===== config.mk =====
export PLATFORM = sky130hd
export DESIGN_NAME = axis_stream_producer_flat
export DESIGN_NICKNAME = d
export VERILOG_FILES = /design/src/rtl/axis_stream_producer_if.sv /design/src/rtl/axis_stream_producer.sv /design/src/flat_wrapper.sv
export SDC_FILE = /design/constraint.sdc
export NUM_CORES = 2
export LEC_CHECK = 0
export CORE_AREA = 3 3 343 684
export DETAILED_ROUTE_END_ITERATION = 8
export DIE_AREA = 0 0 346 687
export PLACE_DENSITY = 0.61
export SETUP_SLACK_MARGIN = 0.1
export SYNTH_ARGS = -nofsm -noshare
export SYNTH_HDL_FRONTEND = slang
export SYNTH_SLANG_ARGS = --single-unit

===== constraint.sdc =====
create_clock -name clk -period 18.13 [get_ports clk]
set_input_delay 3.626 -clock clk [delete_from_list [all_inputs] [get_ports clk]]
set_output_delay 3.626 -clock clk [all_outputs]
set_load 0.03 [all_outputs]

===== src/rtl/axis_stream_producer_if.sv =====
// AXI-Stream bundle driven by axis_stream_producer.
// master drives payload and valid; slave returns ready.
interface axis_stream_producer_if #(
    parameter int DATA_WIDTH = 128
) ();
    logic [DATA_WIDTH-1:0]   tdata;
    logic [DATA_WIDTH/8-1:0] tkeep;
    logic                    tlast;
    logic                    tvalid;
    logic                    tready;

    modport master (output tdata, output tkeep, output tlast, output tvalid, input tready);
    modport slave  (input tdata, input tkeep, input tlast, input tvalid, output tready);
endinterface


===== src/rtl/axis_stream_producer.sv =====
// Descriptor-driven AXI-Stream source: buffers loaded beats and replays them with exact idle gaps.
// Define AXIS_PRODUCER_PRBS_GAP_EN to add an LFSR gap source selected by gap_mode.
module axis_stream_producer #(
    parameter int DATA_WIDTH  = 128,
    parameter int DEPTH       = 16,
    parameter int DELAY_WIDTH = 8,
    parameter int CNT_WIDTH   = 32
) (
    input  logic                       clk,
    input  logic                       rst_n,
    input  logic [DATA_WIDTH-1:0]      load_tdata,
    input  logic [DATA_WIDTH/8-1:0]    load_tkeep,
    input  logic [DELAY_WIDTH-1:0]     load_delay,
    input  logic                       load_tlast,
    input  logic                       load_valid,
    output logic                       load_ready,
    input  logic                       start,
    input  logic                       stop,
    input  logic                       gap_mode,
    axis_stream_producer_if.master     m_axis,
    output logic                       busy,
    output logic                       done,
    output logic [CNT_WIDTH-1:0]       beats_sent,
    output logic [CNT_WIDTH-1:0]       packets_sent,
    output logic [$clog2(DEPTH):0]     fifo_level
);
    localparam int KW = DATA_WIDTH / 8;
    localparam int AW = $clog2(DEPTH);

    localparam logic [1:0] S_IDLE    = 2'd0;
    localparam logic [1:0] S_GAP     = 2'd1;
    localparam logic [1:0] S_SEND    = 2'd2;
    localparam logic [1:0] S_STARVED = 2'd3;

    logic [DATA_WIDTH-1:0]  mem_data  [DEPTH];
    logic [KW-1:0]          mem_keep  [DEPTH];
    logic [DELAY_WIDTH-1:0] mem_delay [DEPTH];
    logic                   mem_last  [DEPTH];

    logic [AW:0] wr_ptr, rd_ptr;
    logic        full, empty, push, pop;

    logic [DATA_WIDTH-1:0]  head_data;
    logic [KW-1:0]          head_keep;
    logic [DELAY_WIDTH-1:0] head_delay, eff_delay, gap_cnt;
    logic                   head_last;

    logic [DATA_WIDTH-1:0]  hold_data, out_data;
    logic [KW-1:0]          hold_keep, out_keep;
    logic                   hold_last, out_last;

    logic [1:0] state, state_nx;
    logic       stop_pending, stop_req, fire, eval, gap_end;

    assign full  = (wr_ptr[AW] != rd_ptr[AW]) && (wr_ptr[AW-1:0] == rd_ptr[AW-1:0]);
    assign empty = (wr_ptr == rd_ptr);
    // A full FIFO refuses pushes even when a pop frees a slot in the same cycle.
    assign push  = load_valid && !full;
    assign pop   = eval;

    assign load_ready = !full;
    assign fifo_level = wr_ptr - rd_ptr;

    always_ff @(posedge clk) begin
        if (push) begin
            mem_data[wr_ptr[AW-1:0]]  <= load_tdata;
            mem_keep[wr_ptr[AW-1:0]]  <= load_tkeep;
            mem_delay[wr_ptr[AW-1:0]] <= load_delay;
            mem_last[wr_ptr[AW-1:0]]  <= load_tlast;
        end
    end

    always_ff @(posedge clk or negedge rst_n) begin
        if (!rst_n) begin
            wr_ptr <= '0;
            rd_ptr <= '0;
        end else begin
            if (push) wr_ptr <= wr_ptr + 1'b1;
            if (pop)  rd_ptr <= rd_ptr + 1'b1;
        end
    end

    assign head_data  = mem_data[rd_ptr[AW-1:0]];
    assign head_keep  = mem_keep[rd_ptr[AW-1:0]];
    assign head_delay = mem_delay[rd_ptr[AW-1:0]];
    assign head_last  = mem_last[rd_ptr[AW-1:0]];

`ifdef AXIS_PRODUCER_PRBS_GAP_EN
    localparam logic [DELAY_WIDTH-1:0] PRBS_MASK = DELAY_WIDTH'(7);
    logic [15:0] lfsr;

    // x^16 + x^14 + x^13 + x^11 + 1, free-running
    always_ff @(posedge clk or negedge rst_n) begin
        if (!rst_n) lfsr <= 16'hACE1;
        else        lfsr <= {lfsr[14:0], lfsr[15] ^ lfsr[13] ^ lfsr[12] ^ lfsr[10]};
    end

    assign eff_delay = gap_mode ? (lfsr[DELAY_WIDTH-1:0] & PRBS_MASK) : head_delay;
`else
    logic unused_gap_mode;
    assign unused_gap_mode = gap_mode;
    assign eff_delay       = head_delay;
`endif

    assign stop_req = stop || stop_pending;
    assign fire     = (state == S_SEND) && m_axis.tready;
    // Head is consumed on a handshake or while starved, unless a stop is taking effect.
    assign eval     = !empty && !stop_req && ((state == S_STARVED) || fire);
    assign gap_end  = (state == S_GAP) && !stop_req && (gap_cnt == DELAY_WIDTH'(1));

    always_comb begin
        state_nx = state;
        case (state)
            S_IDLE:    if (start && !stop) state_nx = S_STARVED;
            S_GAP:     if (stop_req) state_nx = S_IDLE;
                       else if (gap_end) state_nx = S_SEND;
            S_SEND:    if (fire) begin
                           if (stop_req)    state_nx = S_IDLE;
                           else if (eval)   state_nx = (eff_delay == '0) ? S_SEND : S_GAP;
                           else             state_nx = S_STARVED;
                       end
            S_STARVED: if (stop_req) state_nx = S_IDLE;
                       else if (eval) state_nx = (eff_delay == '0) ? S_SEND : S_GAP;
            default:   state_nx = S_IDLE;
        endcase
    end

    always_ff @(posedge clk) begin
        if (eval) begin
            hold_data <= head_data;
            hold_keep <= head_keep;
            hold_last <= head_last;
        end
    end

    always_ff @(posedge clk or negedge rst_n) begin
        if (!rst_n) begin
            state        <= S_IDLE;
            stop_pending <= 1'b0;
            gap_cnt      <= '0;
            out_data     <= '0;
            out_keep     <= '0;
            out_last     <= 1'b0;
            done         <= 1'b0;
            beats_sent   <= '0;
            packets_sent <= '0;
        end else begin
            state <= state_nx;

            if (state_nx == S_IDLE)
                stop_pending <= 1'b0;
            else if (stop && state != S_IDLE)
                stop_pending <= 1'b1;

            if (eval && eff_delay != '0)
                gap_cnt <= eff_delay;
            else if (state == S_GAP)
                gap_cnt <= gap_cnt - 1'b1;

            if (eval && eff_delay == '0) begin
                out_data <= head_data;
                out_keep <= head_keep;
                out_last <= head_last;
            end else if (gap_end) begin
                out_data <= hold_data;
                out_keep <= hold_keep;
                out_last <= hold_last;
            end else if (fire) begin
                out_data <= '0;
                out_keep <= '0;
                out_last <= 1'b0;
            end

            done <= fire && out_last;
            if (fire) begin
                beats_sent <= beats_sent + 1'b1;
                if (out_last) packets_sent <= packets_sent + 1'b1;
            end
        end
    end

    assign m_axis.tvalid = (state == S_SEND);
    assign m_axis.tdata  = out_data;
    assign m_axis.tkeep  = out_keep;
    assign m_axis.tlast  = out_last;
    assign busy          = (state != S_IDLE);
endmodule


===== src/flat_wrapper.sv =====
// flat-port wrapper written by rule: the top's interface ports become plain ports
module axis_stream_producer_flat 
#(
    parameter int DATA_WIDTH  = 128,
    parameter int DEPTH       = 16,
    parameter int DELAY_WIDTH = 8,
    parameter int CNT_WIDTH   = 32
)
  (clk, rst_n, load_tdata, load_tkeep, load_delay, load_tlast, load_valid, load_ready, start, stop, gap_mode, busy, done, beats_sent, packets_sent, fifo_level, m_axis_tdata, m_axis_tkeep, m_axis_tlast, m_axis_tvalid, m_axis_tready);
  axis_stream_producer_if #(.DATA_WIDTH(DATA_WIDTH)) m_axis_i ();
  input  logic clk;
  input  logic rst_n;
  input  logic [DATA_WIDTH-1:0] load_tdata;
  input  logic [DATA_WIDTH/8-1:0] load_tkeep;
  input  logic [DELAY_WIDTH-1:0] load_delay;
  input  logic load_tlast;
  input  logic load_valid;
  output logic load_ready;
  input  logic start;
  input  logic stop;
  input  logic gap_mode;
  output logic busy;
  output logic done;
  output logic [CNT_WIDTH-1:0] beats_sent;
  output logic [CNT_WIDTH-1:0] packets_sent;
  output logic [$clog2(DEPTH):0] fifo_level;
  output wire logic [$bits(m_axis_i.tdata)-1:0] m_axis_tdata;
  output wire logic [$bits(m_axis_i.tkeep)-1:0] m_axis_tkeep;
  output wire logic [$bits(m_axis_i.tlast)-1:0] m_axis_tlast;
  output wire logic [$bits(m_axis_i.tvalid)-1:0] m_axis_tvalid;
  input wire logic [$bits(m_axis_i.tready)-1:0] m_axis_tready;
  assign m_axis_tdata = m_axis_i.tdata;
  assign m_axis_tkeep = m_axis_i.tkeep;
  assign m_axis_tlast = m_axis_i.tlast;
  assign m_axis_tvalid = m_axis_i.tvalid;
  assign m_axis_i.tready = m_axis_tready;
  axis_stream_producer #(.DATA_WIDTH(DATA_WIDTH), .DEPTH(DEPTH), .DELAY_WIDTH(DELAY_WIDTH), .CNT_WIDTH(CNT_WIDTH)) u_core (.clk(clk), .rst_n(rst_n), .load_tdata(load_tdata), .load_tkeep(load_tkeep), .load_delay(load_delay), .load_tlast(load_tlast), .load_valid(load_valid), .load_ready(load_ready), .start(start), .stop(stop), .gap_mode(gap_mode), .m_axis(m_axis_i), .busy(busy), .done(done), .beats_sent(beats_sent), .packets_sent(packets_sent), .fifo_level(fifo_level));
endmodule

After elaboration in Yosys (flattened, before gate mapping)
Memory sizes are Yosys's and may differ from the RTL's.
Index checks and enable logic that the tools add are counted.
- bits in writable memories: 2448
- flip-flop bits (word level): 376
- bits of input ports: 160
- bits in latches: 0
- memories: 4
- ROM bits: 0
- logic and storage cells: 83
- output and inout port bits: 218
- memory list (memory ; depth ; width ; rd ports ; clocked after Yosys merged registers in ; write ports ; line ; text):
    u_core.mem_data ; 16 ; 128 ; 1 ; 0 ; 1 ; axis_stream_producer.sv:35 ; logic [DATA_WIDTH-1:0] mem_data [DEPTH];
    u_core.mem_keep ; 16 ; 16 ; 1 ; 0 ; 1 ; axis_stream_producer.sv:36 ; logic [KW-1:0] mem_keep [DEPTH];
    u_core.mem_delay ; 16 ; 8 ; 1 ; 0 ; 1 ; axis_stream_producer.sv:37 ; logic [DELAY_WIDTH-1:0] mem_delay [DEPTH];
    u_core.mem_last ; 16 ; 1 ; 1 ; 0 ; 1 ; axis_stream_producer.sv:38 ; logic mem_last [DEPTH];
- equal/unequal tests: 7
- add/subtract/negate cells: 6
- div/mod/pow operators: 0
- multipliers: 0
- shift-type cells: 0
- $lt $le $gt $ge: 0
- reductions and logical operators: 27
- multiplexer cells: 25
- bitwise operators: 0
- operators with widths (kind ; number):
    $mux W128 ; 3
    $add A32 B1 Y32 const B ; 2
    $mux W16 ; 3
    $mux W2 ; 9
    $mux W8 ; 2
    $logic_and A1 B1 Y1 ; 12
    $add A5 B1 Y5 const B ; 2
    $eq A8 B1 Y1 const B ; 1
    $logic_not A8 Y1 ; 1
    $pmux W2 S4 ; 1
    $reduce_bool A8 Y1 ; 1
    $sub A8 B1 Y8 const B ; 1
    $mux W1 ; 7
    $reduce_bool A2 Y1 ; 3
    $eq A5 B5 Y1 ; 1
    $sub A5 B5 Y5 ; 1
    $eq A2 B2 Y1 const B ; 2
    $eq A4 B4 Y1 ; 1
    $logic_not A1 Y1 ; 4
    $logic_not A2 Y1 ; 2
    $reduce_bool A3 Y1 ; 1
    $eq A2 B1 Y1 const B ; 1
    $logic_or A1 B1 Y1 ; 2
    $reduce_and A2 Y1 ; 1
    $ne A1 B1 Y1 ; 1

Depth between registers and ports, before layout
- word-level depth: 10
- gate-level depth with buffers: 14
- depth with buffers taken out: 8

Worst setup path after synthesis
OpenSTA, ideal clock, no wires.
- path kind: input port to flip-flop
- start: input load_valid
- end: memory u_core.mem_data[3][0], enable pin
- required time: 17277 ps
- arrival time: 14460 ps
- path buffers: 1
- stages: 4
- setup time: 853 ps
- path slack: 2817 ps
- path through: and2_1 -> clkbuf_1 -> nand2_1 -> nor3_1
- cells in the longest elaborated chain, start to end: 3
- ends and longest elaborated chain (what ; line ; text):
    from (decl) ; flat_wrapper.sv:17 ; input logic load_valid;
    $logic_and A1 B1 Y1 ; axis_stream_producer.sv:58 ; assign push = load_valid && !full;
    $mux W1 ; axis_stream_producer.sv:65 ; if (push) begin
    $mux W1 (implied by the code) ; axis_stream_producer.sv:66 ; mem_data[wr_ptr[AW-1:0]] <= load_tdata;
    to (decl) ; axis_stream_producer.sv:35 ;
No other way between the ends.

Final worst setup path
- start: register u_core.rd_ptr[3]
- end: output fifo_level[4]
- cells in the longest elaborated chain, start to end: 1
- ends and longest elaborated chain (what ; line ; text):
    from (decl) ; axis_stream_producer.sv:40 ; logic [AW:0] wr_ptr, rd_ptr;
    from (signal assigned) ; axis_stream_producer.sv:79 ; if (pop) rd_ptr <= rd_ptr + 1'b1;
    $sub A5 B5 Y5 ; axis_stream_producer.sv:62 ; assign fifo_level = wr_ptr - rd_ptr;
    to (decl) ; flat_wrapper.sv:26 ; output logic [$clog2(DEPTH):0] fifo_level;
No other way between the ends.

==> results summary <==
The flow ran to the end, and the final reports show no timing, DRC or antenna violations. After detailed routing, the total wire length is 262000 µm. Data on the critical path arrives at its endpoint at 4280 ps. Traced cell by cell, the critical path runs through inv_8, ha_1, a21oi_1, xor2_1, clkdlybuf4s50_1. The detail route stage leaves a number of antenna-violating nets equal to 0. After synthesis, the mean cell area works out to 22.7 µm². The worst hold path belongs to the class reg2reg. The congestion estimate from routability-driven global placement came to 0.750. The violation count after the first detailed-route iteration came out at 4260. Summed over all instances, the cell type with the most area after synthesis is edfxtp_1. The share of async-settable or async-resettable flops after synthesis came out at 8.18%.

The combinational family with the most area after synthesis is multiplexers. The cell area that synthesis handed to floorplanning was 108000 µm². The number of core rows is 249. In the post-synthesis netlist, the biggest area contributors are edfxtp_1, mux4_2, dfrtp_1. The total number of clock tree sinks came out at 2824. The synthesized design contains 2593 enable-type register cells. Using the TritonRoute via totals, the vias-per-cell ratio works out to 5.87. The count of endpoints failing hold in the final timing report came out at 0.

Fill cells in the final layout number 17600. The number of synthesis warnings is 0. The post-route DRC violation count came out at 0. The final period demand of the worst path is 7910 ps. The die is 687 µm tall. The die outline area came out at 238000 µm². The initial antenna violation count came out at 48. The dominant delay contributor by cell family on the critical path is buffers and inverters.

The number of nets in the synthesized netlist came out at 4942. The worst setup path is of the reg2out kind. The clock-pin slew on the worst setup and hold paths is 70 ps.

The slowest stage of the critical path is the clkdlybuf4s50_1 cell. The required time at the worst-slack endpoint is 14500 ps. STA classifies the critical path endpoint as a primary output. The total routing usage reported by global routing is 22.1%. After layout, the design draws a total of 18000 µW. The number of pins exceeding their max-slew limit in the final report came out at 0. The number of setup buffers added after CTS came out at 0. The actual slew at the worst max-slew pin came out at 1160 ps. The placeable core region is 230000 µm².

The compound-cell area share of the yosys netlist came out at 0.210%. The half-perimeter wire length of the detailed placement result is 138000 µm. The first-pass iteration count of the detailed router came out at 5.

The simple-gate share of the synthesized area came out at 2.60%. On the final layout, the worst clock skew is 58.7 ps. In this design, the stage delay of the slowest critical-path cell is 810 ps. STA classifies the critical path startpoint as a flop. The number of global-route vias before repair is 53300. The wire length of the first global-routing pass is 380000 µm. Buffers inserted during clock tree synthesis total 243. Setup repair after global routing left no endpoint under its margin. The initial cell density of the core came out at 47.0%. Compared with the post-synthesis result, the final layout area differs by 14.3%. The final-report setup violation count is 0. The remaining global-route overflow is 0. The share of the clock period used by the worst path is 43.6%.

The number of register bits inferred by synthesis is 2824. The highest fanout seen on the critical path is 62. Static timing analysis puts the maximum clock frequency at 126 MHz. The adder and majority cell fraction of the synthesized area came out at 0.169%. The number of H-tree branching levels came out at 4.

The area share of the largest cell type after synthesis is 72.1%. The die extent in x is 346 µm. The relative slew slack is 22.6%. The number of unique standard cell types used by synthesis is 48.

The number of buffer cells added on primary ports came out at 376. The top-level port count is 378. The clock latency of the later-clocked register in the worst-skew pair came out at 890 ps. The clock tree buffer depth is 4. The maximum number of pins on one net before global-route repair came out at 138. The total power divided by cell area is 146 nW/µm². The number of nets in the layout is 5425. The critical path buffer and inverter count is 2. The xor/xnor cell area share of the yosys netlist came out at 0.657%. TritonCTS built the clock tree. Of the post-synthesis cell area, the part taken by muxes is 17.9%.

The per-cell routed wire length is 30.8 µm. The number of instances in the synthesized netlist came out at 4768. The number of instances resized during post-cts repair is 0. The analysis attributes to cell leakage a power of 0.0407 µW. The count of vias placed by the detailed router is 49800. The maximum vdd drop is 133 µV. The sum of negative setup slack is 0 ps. The total of max-cap violations came out at 0.

The share of final-layout standard cells stronger than drive strength 1 is 25.7%. In this run the clock root is driven by a clkbuf_16. The portion of the post-synthesis area used by sequential elements came out at 77.5%. The primary flip-flop cell chosen by synthesis mapping is edfxtp_1.

In this run, post-CTS hold repair placed 0 buffers.
synth_stat cells (2+ instances only):
master       n
a211oi_1     2
a21o_1       3
a21oi_1      8
a22oi_1      4
and2_1       6
and3_1       8
and4_1       4
buf_1       85
buf_2        5
buf_4        2
buf_6       16
clkbuf_1   137
dfrtp_1    231
edfxtp_1  2593
ha_1        13
inv_1       21
mux2_2      15
mux2_4     139
mux2i_1      3
mux4_2     755
nand2_1    347
nand2b_1     5
nand3_1    173
nand4_1     16
nor2_1      43
nor2b_1      4
nor3_1      15
nor4_1       3
nor4_2       2
o21ai_0      6
o221ai_1     4
or2_2        2
or4_1        4
xnor2_1     55
xor2_1      26
final timing paths:
kind / startpoint / end / slack [ps] / depth (start not counted)
min reg2reg: u_core.beats_sent[31] / u_core.beats_sent[31] / 470 / 1
max: u_core.rd_ptr[3] / fifo_level[4] / 10220 / 5
max in group asynchronous: rst_n / u_core.m_axis.tdata[95] / 13510 / 3
min: u_core.beats_sent[31] / u_core.beats_sent[31] / 470 / 1
max reg2reg: u_core.rd_ptr[1] / u_core.m_axis.tdata[95] / 11830 / 11
min in group asynchronous: rst_n / u_core.m_axis.tdata[32] / 2740 / 1
stage by stage:
stage	instance area (µm²)	hold slack, ps	instances	utilization, %	worst slack, ps
finish	123000	470	8481	53.7	10220
global route	123000	500	8471	53.7	10010
CTS	123000	477	8463	53.7	10030
detailed placement	116000	469	8018	50.3	10050
global placement	116000	458	8018	50.3	10120
floorplan	108000	460	4768	-	2820
report_power, final:
| group | total (µW) | internal (µW) | switching (µW) | leakage (µW) |
|---|---|---|---|---|
| logic | 4610 | 2150 | 2460 | 0.0103 |
| clock network | 5180 | 2890 | 2300 | 0.00384 |
| registers | 8200 | 7940 | 260 | 0.0266 |
| total | 18000 | 13000 | 5020 | 0.0407 |
cells by family (layout without fill, tap and decap cells):
logic type / after synthesis / after routing
other: 0 / 18
AO/OA/AOI/OAI: 33 / 33
AND/OR/NAND/NOR: 637 / 637
multiplexers: 912 / 912
XOR/XNOR: 81 / 81
adder cells (fa/ha/maj): 14 / 14
buffers and inverters: 267 / 950
flip-flops: 2824 / 2824
flip-flops by register name (all words and copies together) (netlist names), 2 cells and up:
register and count:
u_core.mem_data 2048, u_core.mem_keep 256, u_core.hold_data 128, u_core.m_axis.tdata 128, u_core.mem_delay 128, u_core.beats_sent 32, u_core.packets_sent 32, u_core.hold_keep 16
u_core.m_axis.tkeep 16, u_core.mem_last 16, u_core.gap_cnt 8, u_core.rd_ptr 5, u_core.wr_ptr 5, u_core.state 2
cell usage in the layout, fill, tap and decap left out, types with 26 or more instances in the layout:
master,instances
clkbuf_16,245
mux4_2,755
clkbuf_1,55
xor2_1,26
clkdlybuf4s50_1,375
clkinv_2,45
nand3_1,173
nand2_1,347
edfxtp_1,2593
xnor2_1,55
dfrtp_1,228
mux2_4,139
nor2_1,30
buf_4,96
clkinv_1,36
per-layer routing:
metal / track usage (%) / vias to the layer above / share of wire, % / wire length [µm]
met5: 0 / - / 0.10 / 266
met4: 6.74 / 42 / 2.9 / 7480
met3: 4.12 / 434 / 6.1 / 15900
met2: 39.4 / 1479 / 53 / 139000
met1: 27.6 / 27100 / 38 / 99000
li1: - / 20700 / - / -
final cells by class:
cell class	instances	area (µm²)	area share, %
flip-flops and latches	2824	83700	67.8
multi-input cells	1677	23300	18.9
clock buffers	323	6650	5.39
repair buffers	483	4710	3.81
well taps	3012	3770	3.05
clock inverters	122	1190	0.965
inverters	22	90.1	0.0730
diodes	18	45.0	0.0365
No activity file was read; power rests on OpenSTA's default activity.
